`src/rtl/bip_pkg.sv`:
```
// Purpose: shared constants for the BIP control unit (widths, opcodes, mux codes, FSM states).
// Latency: n/a (declarations only).
// Backpressure: n/a.
package bip_pkg;

    localparam int PC_W    = 11;
    localparam int OPC_W   = 5;
    localparam int OPER_W  = 11;
    localparam int INSTR_W = OPC_W + OPER_W;

    // Opcodes, Instr[15:11]
    localparam logic [OPC_W-1:0] OPC_HLT  = 5'b00000;
    localparam logic [OPC_W-1:0] OPC_STO  = 5'b00001;
    localparam logic [OPC_W-1:0] OPC_LD   = 5'b00010;
    localparam logic [OPC_W-1:0] OPC_LDI  = 5'b00011;
    localparam logic [OPC_W-1:0] OPC_ADD  = 5'b00100;
    localparam logic [OPC_W-1:0] OPC_ADDI = 5'b00101;
    localparam logic [OPC_W-1:0] OPC_SUB  = 5'b00110;
    localparam logic [OPC_W-1:0] OPC_SUBI = 5'b00111;

    // Accumulator input mux
    localparam logic [1:0] SELA_RAM = 2'd0;
    localparam logic [1:0] SELA_IMM = 2'd1;
    localparam logic [1:0] SELA_BAU = 2'd2;

    // Add/sub B operand mux
    localparam logic SELB_RAM = 1'b0;
    localparam logic SELB_IMM = 1'b1;

    // Add/sub control
    localparam logic OP_SUB = 1'b0;
    localparam logic OP_ADD = 1'b1;

    // FSM states; code 2'd3 is unused and recovers to FETCH
    typedef enum logic [1:0] {
        ST_FETCH = 2'd0,
        ST_EXEC  = 2'd1,
        ST_HALT  = 2'd2
    } state_t;

endpackage

```
`src/rtl/bip_pc.sv`:
```
// Purpose: program counter register, increments by one when inc_en is high, wraps silently.
// Latency: pc updates on the rising edge after inc_en; async active-low reset to 0.
// Backpressure: none; inc_en low holds the value.
// Ports: clk, rst_n, inc_en in; pc out (PC_W).
module bip_pc
    import bip_pkg::*;
(
    input  logic            clk,
    input  logic            rst_n,
    input  logic            inc_en,
    output logic [PC_W-1:0] pc
);

    logic [PC_W-1:0] pc_q;
    logic [PC_W-1:0] pc_d;

    // Natural PC_W-bit overflow gives the wrap from all-ones to 0
    always_comb begin
        pc_d = pc_q;
        if (inc_en) begin
            pc_d = pc_q + 1'b1;
        end
    end

    always_ff @(posedge clk or negedge rst_n) begin
        if (!rst_n) begin
            pc_q <= '0;
        end else begin
            pc_q <= pc_d;
        end
    end

    assign pc = pc_q;

endmodule

```
`src/rtl/bip_control.sv`:
```
// Purpose: BIP multi-cycle control unit: FETCH latches Instr into IR and bumps PC, EXEC decodes IR into datapath controls.
// Latency: enables assert in the cycle after Instr is sampled; CPI 2; HLT parks in HALT until reset.
// Backpressure: none; program memory must present Instr during FETCH.
// Ports: Clk, Rst_n, Instr in; PC, Operand, SelA, SelB, WrAcc, Op, WrRam, RdRam, Halted out.
module bip_control
    import bip_pkg::*;
(
    input  logic               Clk,
    input  logic               Rst_n,
    input  logic [INSTR_W-1:0] Instr,
    output logic [PC_W-1:0]    PC,
    output logic [OPER_W-1:0]  Operand,
    output logic [1:0]         SelA,
    output logic               SelB,
    output logic               WrAcc,
    output logic               Op,
    output logic               WrRam,
    output logic               RdRam,
    output logic               Halted
);

    state_t             state_q;
    state_t             state_d;
    logic [INSTR_W-1:0] ir_q;
    logic [INSTR_W-1:0] ir_d;
    logic [OPC_W-1:0]   opcode;

    assign opcode  = ir_q[INSTR_W-1:OPER_W];
    assign Operand = ir_q[OPER_W-1:0];

    bip_pc u_pc (
        .clk    (Clk),
        .rst_n  (Rst_n),
        .inc_en (state_q == ST_FETCH),
        .pc     (PC)
    );

    always_comb begin
        state_d = ST_FETCH;
        ir_d    = ir_q;
        case (state_q)
            ST_FETCH: begin
                ir_d    = Instr;
                state_d = ST_EXEC;
            end
            ST_EXEC:  state_d = (opcode == OPC_HLT) ? ST_HALT : ST_FETCH;
            ST_HALT:  state_d = ST_HALT;
            default:  state_d = ST_FETCH;
        endcase
    end

    always_ff @(posedge Clk or negedge Rst_n) begin
        if (!Rst_n) begin
            state_q <= ST_FETCH;
            ir_q    <= '0;
        end else begin
            state_q <= state_d;
            ir_q    <= ir_d;
        end
    end

    // Decode depends only on flops that reset asynchronously, so every
    // enable drops the moment Rst_n falls, even mid-EXEC.
    always_comb begin
        SelA  = SELA_RAM;
        SelB  = SELB_RAM;
        Op    = OP_SUB;
        WrAcc = 1'b0;
        WrRam = 1'b0;
        RdRam = 1'b0;
        if (state_q == ST_EXEC) begin
            case (opcode)
                OPC_STO:  WrRam = 1'b1;
                OPC_LD:   begin RdRam = 1'b1; SelA = SELA_RAM; WrAcc = 1'b1; end
                OPC_LDI:  begin SelA = SELA_IMM; WrAcc = 1'b1; end
                OPC_ADD:  begin RdRam = 1'b1; SelB = SELB_RAM; Op = OP_ADD; SelA = SELA_BAU; WrAcc = 1'b1; end
                OPC_ADDI: begin SelB = SELB_IMM; Op = OP_ADD; SelA = SELA_BAU; WrAcc = 1'b1; end
                OPC_SUB:  begin RdRam = 1'b1; SelB = SELB_RAM; Op = OP_SUB; SelA = SELA_BAU; WrAcc = 1'b1; end
                OPC_SUBI: begin SelB = SELB_IMM; Op = OP_SUB; SelA = SELA_BAU; WrAcc = 1'b1; end
                default:  ; // HLT and undefined opcodes: no enables
            endcase
        end
    end

    assign Halted = (state_q == ST_HALT);

endmodule

```
`config.mk`:
```
export PLATFORM = sky130hd
export DESIGN_NAME = bip_control
export DESIGN_NICKNAME = d
export VERILOG_FILES = /design/src/rtl/bip_pkg.sv /design/src/rtl/bip_pc.sv /design/src/rtl/bip_control.sv
export SDC_FILE = /design/constraint.sdc
export NUM_CORES = 1
export LEC_CHECK = 0
export CORE_UTILIZATION = 30
export CTS_CLUSTER_DIAMETER = 120
export DETAILED_ROUTE_END_ITERATION = 16
export GPL_ROUTABILITY_DRIVEN = 0
export PLACE_DENSITY_LB_ADDON = 0.25
export REMOVE_ABC_BUFFERS = 1
export SETUP_SLACK_MARGIN = 0.4
export SYNTH_ARGS = -nofsm -noshare
export SYNTH_HDL_FRONTEND = slang
export SYNTH_SLANG_ARGS = --single-unit
```
`constraint.sdc`:
```
create_clock -name Clk -period 1.7 [get_ports Clk]
set_input_delay 0.17 -clock Clk [delete_from_list [all_inputs] [get_ports Clk]]
set_output_delay 0.17 -clock Clk [all_outputs]
set_load 0.02 [all_outputs]
```
==> impl_summary.log, run 1 <==
[metrics] area growth from synthesis to layout: 56.32%
[metrics] number of vias per cell after detailed routing: between 4 and 5
[metrics] core area: ~4000 sq um
[metrics] Vias: 933
[metrics] wire length of the first global-routing pass: 4353 um
[metrics] Std-Cell Rows: 23
[metrics] clk root buf: sky130_fd_sc_hd__clkbuf_8
[metrics] setup slack on the worst flop-to-flop path: 0.20 ns
[metrics] maximum capacitance violations: 0
[metrics] unrepaired setup endpoints after global routing: true
[metrics] Residual DRC: 0
[metrics] transition at the pin with the smallest max-transition slack: 0.3782 ns
[metrics] syn_area_per_cell: 13.44 sq um
[metrics] Post-Place Cells: ~190
[metrics] average detailed-routed wire length per instance: 13.89 um
[metrics] Die Width: 68.27 um
[metrics] number of antenna violations at the first check in global routing: 0
[metrics] placed standard-cell area: 1805 sq um
[metrics] buffer levels on the longest clock path: 2
[metrics] Final ANT Viol Nets: 0
[metrics] final-report max-slew violation count: 0
[metrics] Worst Skew: 0.005122 ns
[metrics] router iterations before antenna repair: 3
[metrics] worst-skew pair later-pin latency: between 0.2 and 0.3 ns
[metrics] CTS tree: yes
[metrics] effective utilization at floorplan: 0.3202
[metrics] number of distinct standard cells referenced by the synthesized netlist: 24
[metrics] Final Net Count: 171
[metrics] final count of hold timing violations: 0
[metrics] leak pwr: just over 1 nW
[metrics] share of the synthesized area in the top cell type: 0.5508
[metrics] PortBufs: 47
[metrics] hold-fix buffer count after cts: 0
[metrics] part of the cycle the worst path needs: 0.9915
[metrics] final-layout worst hold slack: 0.2883 ns
[metrics] GRT Resource Usage Total: 0.1313
[metrics] type of the worst min-delay path: input port to async pin
[metrics] post-synthesis instance area: roughly 1300 sq um
[metrics] sink count of the clock tree: 29
[metrics] highest net fanout along the worst path: 5
[metrics] DIE AREA: 4661 sq um
[metrics] endpoint type of the worst setup path: output port
[metrics] class of the most critical setup path: flip-flop to output port
[metrics] final antenna diode count: 0
[metrics] total power divided by cell area: 1825 nW/um^2
[metrics] Final Util: 0.5005
[metrics] IR Drop Worst-Case VDD: 0.7627 mV
[metrics] cell type with the highest aggregate area in the netlist: sky130_fd_sc_hd__dfrtp_1
[metrics] DP Wirelength: 1843 um
[metrics] result of the run: completed
[metrics] drt total wl: about 2800 um
[metrics] post-route cell area: 2059 sq um
[metrics] count of boundary I/O pins: 48
[metrics] filler-free cell count of the finished design: 202
[metrics] number of cells produced by synthesis: about 100
[metrics] number of CTS-inserted buffers: 5
[metrics] Final min period: between 1.5 and 2 ns
[metrics] top cells by area in the synthesized netlist: sky130_fd_sc_hd__dfrtp_1 55%, sky130_fd_sc_hd__mux2_2 15%, sky130_fd_sc_hd__buf_4 6.3%
[metrics] arrival time of the worst setup path: 1.52 ns
[metrics] number of synthesized register bits: 29
[metrics] final number of setup-violating endpoints: 0
[metrics] Chip Height: 68.27 um
[metrics] vias in the first global route: 1025
[metrics] worst slew margin relative to its limit: 0.7479
[metrics] crit start category: flip-flop
[metrics] Yosys warnings: 0
[metrics] total congestion overflow: 0
[metrics] maximum frequency from static timing analysis: 593.3 MHz
[metrics] share of the yosys chip area belonging to registers: 0.5508
[metrics] number of H-tree levels: 2
[metrics] Data required, critical path: between 1.5 and 2 ns
[metrics] pin count of the biggest net entering global routing: 30
[metrics] fraction of layout instances using a drive strength above 1: 0.4145
[metrics] count of routing violations after the opening detailed-route iteration: 20
[metrics] clock-pin slew on the worst setup and hold paths: 0.06 ns
==> cell usage in the layout (no fill, tap or decap), drive strengths merged, types with 3 or more instances in the layout <==
master	Yosys	routed
buf	13	21
clkbuf	0	8
clkdlybuf4s50	0	17
dfrtp	29	29
dlygate4sd2	0	20
mux2	17	17
nand2	4	4
nand4	3	3
nor2b	3	3
nor3	3	3
xnor2	6	6
xor2	4	4
==> flip-flops by register name (all words and copies together), names as in the netlist <==
register and count:
state_q 2, u_pc.pc 11, ir_q 16
==> cells in the mapped netlist (all sizes together) <==
library cell  number
nand2              4
o21a               1
nor2b              3
a21o               1
buf               13
inv                2
ha                 1
nor4               1
dfrtp             29
and2               1
or3b               2
nand4              3
nor3               3
nor4b              2
and3               1
nor3b              1
xnor2              6
xor2               4
nor2               2
and4bb             1
mux2              17
==> worst max-delay path, stage by stage, from the launching register on <==
cell	delay (ns)
sky130_fd_sc_hd__dfrtp_1	0.39
sky130_fd_sc_hd__nor4b_2	0.27
sky130_fd_sc_hd__buf_4	0.17
sky130_fd_sc_hd__o21a_1	0.13
sky130_fd_sc_hd__nor2b_1	0.14
sky130_fd_sc_hd__buf_4	0.15
==> what timing repair did <==
| action | CTS | global route |
|---|---|---|
| resized for setup | 74 | 36 |
| pin swaps | 4 | 8 |
| setup endpoints to repair | 48 | 35 |
| setup buffers | 5 | 1 |
| gates cloned | 1 | 0 |
==> metal layers <==
layer	track usage	vias to the layer above	part of all wire
met5	0	-	0
met4	0.05469	0	0.0057
met3	0.05000	3	0.077
met2	0.2267	37	0.50
met1	0.1426	461	0.41
li1	-	432	-
==> final cells by class <==
| cell class | instances | area [sq um] |
|---|---|---|
| Inverter | 2 | 7.507 |
| Sequential cell | 29 | 726.9 |
| Clock buffer | 7 | 86.33 |
| Timing Repair Buffer | 60 | 553.0 |
| Fill cell | 382 | 2056 |
| Multi-Input combinational cell | 54 | 623.1 |
| Tap cell | 50 | 62.56 |
==> metrics by stage <==
stage	setup slack [ns]	TNS [ns]	power, mW
final	0.01444	0	3.758
after global routing	-0.05201	-0.1318	3.994
after CTS	0.003345	0	3.470
after detailed placement	-0.1739	-0.7267	2.911
after global placement	-0.1250	-0.4468	2.863
after floorplan	-0.09707	-1.711	2.117
==> where the power goes <==
| group | switching (mW) | internal, mW | total, mW |
|---|---|---|---|
| sequential | 0.268 | 0.993 | 1.26 |
| combinational | 0.862 | 1.08 | 1.94 |
| clock | 0.239 | 0.320 | 0.559 |
==> path summary, 6_finish.rpt <==
check                            start           to  cells past startpoint
max reg2reg                 state_q[1]   u_pc.pc[7]                      4
min                              Rst_n  u_pc.pc[10]                      2
max in group asynchronous        Rst_n   u_pc.pc[2]                      2
max                         state_q[1]        RdRam                      5
min in group Clk           u_pc.pc[10]  u_pc.pc[10]                      1
min reg2reg                u_pc.pc[10]  u_pc.pc[10]                      1
==> cell families (layout without fill, tap and decap cells) <==
kind of cell / count (synthesis) / in the layout / synth area share
muxes: 17 / 17 / 0.1453
and+or+nand+nor: 24 / 24 / 0.1406
adders and majority gates: 1 / 1 / 0.009495
xor gates and xnor gates: 10 / 10 / 0.06647
buffers and inverters: 15 / 69 / 0.07598
DFF: 29 / 29 / 0.5508
AOI/OAI and AO/OA: 2 / 2 / 0.01140
(Power assumes the default switching activity.)
==> run 2, diff against run 1 <==
--- a/config.mk
+++ b/config.mk
@@ -5,10 +5,12 @@
 export SDC_FILE = /design/constraint.sdc
 export NUM_CORES = 1
 export LEC_CHECK = 0
+export ABC_AREA = 1
 export CORE_UTILIZATION = 30
 export CTS_CLUSTER_DIAMETER = 120
 export DETAILED_ROUTE_END_ITERATION = 16
 export GPL_ROUTABILITY_DRIVEN = 0
+export HOLD_SLACK_MARGIN = 0.06
 export PLACE_DENSITY_LB_ADDON = 0.25
 export REMOVE_ABC_BUFFERS = 1
 export SETUP_SLACK_MARGIN = 0.4
==> constraint.sdc (replaced) <==
create_clock -name Clk -period 1.6 [get_ports Clk]
set_input_delay 0.16 -clock Clk [delete_from_list [all_inputs] [get_ports Clk]]
set_output_delay 0.16 -clock Clk [all_outputs]
set_load 0.02 [all_outputs]
==> impl_summary.log, run 2 <==
[metrics] result of the run: completed
[metrics] post-synthesis instance area: 1466 sq um (+11%)
[metrics] average detailed-routed wire length per instance: 10.78 um (-22%)
[metrics] Chip Height: 71.92 um (+5.3%)
[metrics] router iterations before antenna repair: 4 (+1)
[metrics] Post-Place Cells: 283 (+51%)
[metrics] unrepaired setup endpoints after global routing: true
[metrics] syn_area_per_cell: 8.285 sq um (-38%)
[metrics] Std-Cell Rows: 25 (+8.7%)
[metrics] leak pwr: 1.084 nW (+7.7%)
[metrics] Final Net Count: 251 (+47%)
[metrics] GRT Resource Usage Total: 0.1360 (+0.004718)
[metrics] vias in the first global route: 1196 (+17%)
[metrics] worst-skew pair later-pin latency: 0.27 ns (about the same)
[metrics] buffer levels on the longest clock path: 2 (unchanged)
[metrics] commonest cells in the netlist: 70 x sky130_fd_sc_hd__nand2_1, 29 x sky130_fd_sc_hd__dfrtp_1, 17 x sky130_fd_sc_hd__inv_1
[metrics] final-report max-slew violation count: 0 (unchanged)
[metrics] clk root buf: sky130_fd_sc_hd__clkbuf_8
[metrics] Final ANT Viol Nets: 0 (unchanged)
[metrics] total power divided by cell area: 2075 nW/um^2 (+14%)
[metrics] top cells by area in the synthesized netlist: sky130_fd_sc_hd__dfrtp_1 49%, sky130_fd_sc_hd__nand2_1 18%, sky130_fd_sc_hd__buf_4 6.1%
[metrics] highest net fanout along the worst path: 3 (-2)
[metrics] Die Width: 71.92 um (+5.3%)
[metrics] area growth from synthesis to layout: 45.90%
[metrics] number of vias per cell after detailed routing: 4.184 (-9.4%)
[metrics] count of routing violations after the opening detailed-route iteration: 22 (+10%)
[metrics] total congestion overflow: 0 (unchanged)
[metrics] count of boundary I/O pins: 48 (unchanged)
[metrics] clock-pin slew on the worst setup and hold paths: 0.06 ns (about the same)
[metrics] IR Drop Worst-Case VDD: 0.6848 mV (-10%)
[metrics] most instantiated flip-flop cell in the synthesis netlist: sky130_fd_sc_hd__dfrtp_1
[metrics] final number of setup-violating endpoints: 0 (unchanged)
[metrics] CTS tree: yes
[metrics] number of distinct standard cells referenced by the synthesized netlist: 20 (-17%)
[metrics] number of CTS-inserted buffers: 5 (unchanged)
[metrics] Most flops, register: ir_q
[metrics] Post-Place Setup Slack: -0.03154 ns (+0.1424 ns)
[metrics] Post-synth EDFFs: 0 (unchanged)
[metrics] Setup WS post-layout: 0.1637 ns (+0.1493 ns)
[metrics] share of the yosys chip area belonging to registers: 0.4949 (-0.05593)
[metrics] filler-free cell count of the finished design: 299 (+48%)
[metrics] transition at the pin with the smallest max-transition slack: 0.3628 ns (-0.01541 ns)
[metrics] endpoint type of the worst setup path: output port
[metrics] effective utilization at floorplan: 0.3105 (-0.009695)
[metrics] maximum capacitance violations: 0 (unchanged)
[metrics] pin count of the biggest net entering global routing: 30 (unchanged)
[metrics] most common library cell in the layout ignoring fill and taps: sky130_fd_sc_hd__nand2_1
[metrics] leading cell types in the layout, fill and taps excluded: 69 x sky130_fd_sc_hd__nand2_1, 28 x sky130_fd_sc_hd__dfrtp_1, 17 x sky130_fd_sc_hd__clkdlybuf4s50_1
[metrics] number of cells produced by synthesis: 177 (+81%)
[metrics] Final min period: 1.436 ns
[metrics] Data required, critical path: 1.44 ns (-0.09 ns)
[metrics] Residual DRC: 0 (unchanged)
[metrics] FFs w/ async S/R, synth: 1.000 (unchanged)
[metrics] class of the most critical setup path: flip-flop to output port
[metrics] setup slack on the worst flop-to-flop path: 0.40 ns (+0.20 ns)
[metrics] max reg flops: 16 (unchanged)
[metrics] final count of hold timing violations: 0 (unchanged)
[metrics] drt total wl: 3222 um (+15%)
[metrics] Worst Skew: 0.004194 ns (-0.0009279 ns)
[metrics] share of the synthesized area in the top cell type: 0.4949 (-0.05593)
[metrics] worst slew margin relative to its limit: 0.7582 (+0.01027)
[metrics] number of H-tree levels: 2 (unchanged)
[metrics] crit start category: flip-flop
[metrics] arrival time of the worst setup path: 1.28 ns (-0.24 ns)
[metrics] final antenna diode count: 0 (unchanged)
[metrics] core area: 4723 sq um (+15%)
[metrics] sink count of the clock tree: 29 (unchanged)
[metrics] DIE AREA: 5172 sq um (+11%)
[metrics] hold-fix buffer count after cts: 0 (unchanged)
[metrics] cell type with the highest aggregate area in the netlist: sky130_fd_sc_hd__dfrtp_1
[metrics] DP Wirelength: 2154 um (+17%)
[metrics] Yosys warnings: 0 (unchanged)
[metrics] maximum frequency from static timing analysis: 696.2 MHz
[metrics] type of the worst min-delay path: input port to async pin
[metrics] total power draw: 4.439 mW (+18%)
[metrics] fraction of layout instances using a drive strength above 1: 0.2716 (-0.1429)
[metrics] part of the cycle the worst path needs: 0.8977
[metrics] cell count of the worst reg-to-reg path: 7 (+3)
[metrics] most frequent cell after synthesis: sky130_fd_sc_hd__nand2_1
[metrics] number of antenna violations at the first check in global routing: 0 (unchanged)
[metrics] number of synthesized register bits: 29 (unchanged)
[metrics] PortBufs: 47 (unchanged)
[metrics] Vias: 1251 (+34%)
[metrics] wire length of the first global-routing pass: 5306 um (+22%)
-- run 2: cell count changes after synthesis, moves of 3 or more --
| cell | before | now |
|---|---|---|
| sky130_fd_sc_hd__nor2_4 | 0 | 3 |
| sky130_fd_sc_hd__nand4_1 | 2 | 5 |
| sky130_fd_sc_hd__nand2_1 | 4 | 70 |
| sky130_fd_sc_hd__nor2b_1 | 3 | 0 |
| sky130_fd_sc_hd__xnor2_1 | 6 | 3 |
| sky130_fd_sc_hd__nor2_1 | 2 | 13 |
| sky130_fd_sc_hd__mux2_2 | 17 | 0 |
| sky130_fd_sc_hd__inv_1 | 2 | 17 |
| sky130_fd_sc_hd__o21ai_2 | 0 | 4 |
| sky130_fd_sc_hd__nand3_1 | 0 | 6 |
-- run 2: metrics by stage --
step                      area, sq um  utilization  hold slack (ns)  setup TNS [ns]
final                            2140       0.4530           0.2661               0
after global routing             2140       0.4530           0.3241               0
after CTS                        2090       0.4424           0.2751               0
after detailed placement         1953       0.4135           0.4679        -0.03964
after global placement           1953       0.4135           0.4634               0
after floorplan                  1354            -          -0.1356               0
-- run 2: critical path, stage by stage, from the launching register on --
cell                      delay (ns)
sky130_fd_sc_hd__dfrtp_1        0.43
sky130_fd_sc_hd__nor2_2         0.14
sky130_fd_sc_hd__buf_4          0.13
sky130_fd_sc_hd__nand2_1        0.05
sky130_fd_sc_hd__nor3_2         0.10
sky130_fd_sc_hd__buf_4          0.16
-- run 2: layout make-up --
cell class,count,area [sq um]
fill,488,2584
sequential,29,726.9
multi-input combinational,114,608.1
timing repair buffer,61,535.5
inverter,20,90.09
clock buffer,7,86.33
tap,67,83.83
timing repair inverter,1,8.758
-- run 2: path summary, 6_finish.rpt --
path                         endpoint        from
max                             WrRam    ir_q[14]
min                        u_pc.pc[8]       Rst_n
max reg2reg                u_pc.pc[4]  state_q[0]
min reg2reg                   ir_q[6]     ir_q[6]
max in group asynchronous    ir_q[11]       Rst_n
min in group Clk             ir_q[10]   Instr[10]
-- run 2: cells by family (layout without fill, tap and decap cells) --
family,after synthesis,in the layout,share of synthesized area
fa+ha+maj,1,1,0.008531
buf+inv,34,89,0.1297
compound gates,5,5,0.02986
flops,29,29,0.4949
xor+xnor,5,5,0.02987
simple gates,103,103,0.3072
-- run 2: repair_timing --
| action | 4_1_cts | 5_1_grt |
|---|---|---|
| buffers inserted | 5 | 3 |
| cloned | 1 | 0 |
| endpoints found under the setup margin | 36 | 36 |
| pin swaps | 6 | 7 |
| gates resized for setup | 81 | 28 |
-- run 2: layer usage --
metal,GRT usage,wire length [um],vias to the layer above,part of all wire
li1,-,-,643,-
met1,0.1777,1559,564,0.48
met2,0.2065,1423,37,0.44
met3,0.05000,191,7,0.059
met4,0.05229,46,0,0.014
met5,0,0,-,0
-- run 2: power by group --
group | switching (mW) | total [mW] | internal [mW]
sequential | 0.275 | 1.33 | 1.06
clock | 0.248 | 0.588 | 0.340
combinational | 1.46 | 2.52 | 1.06
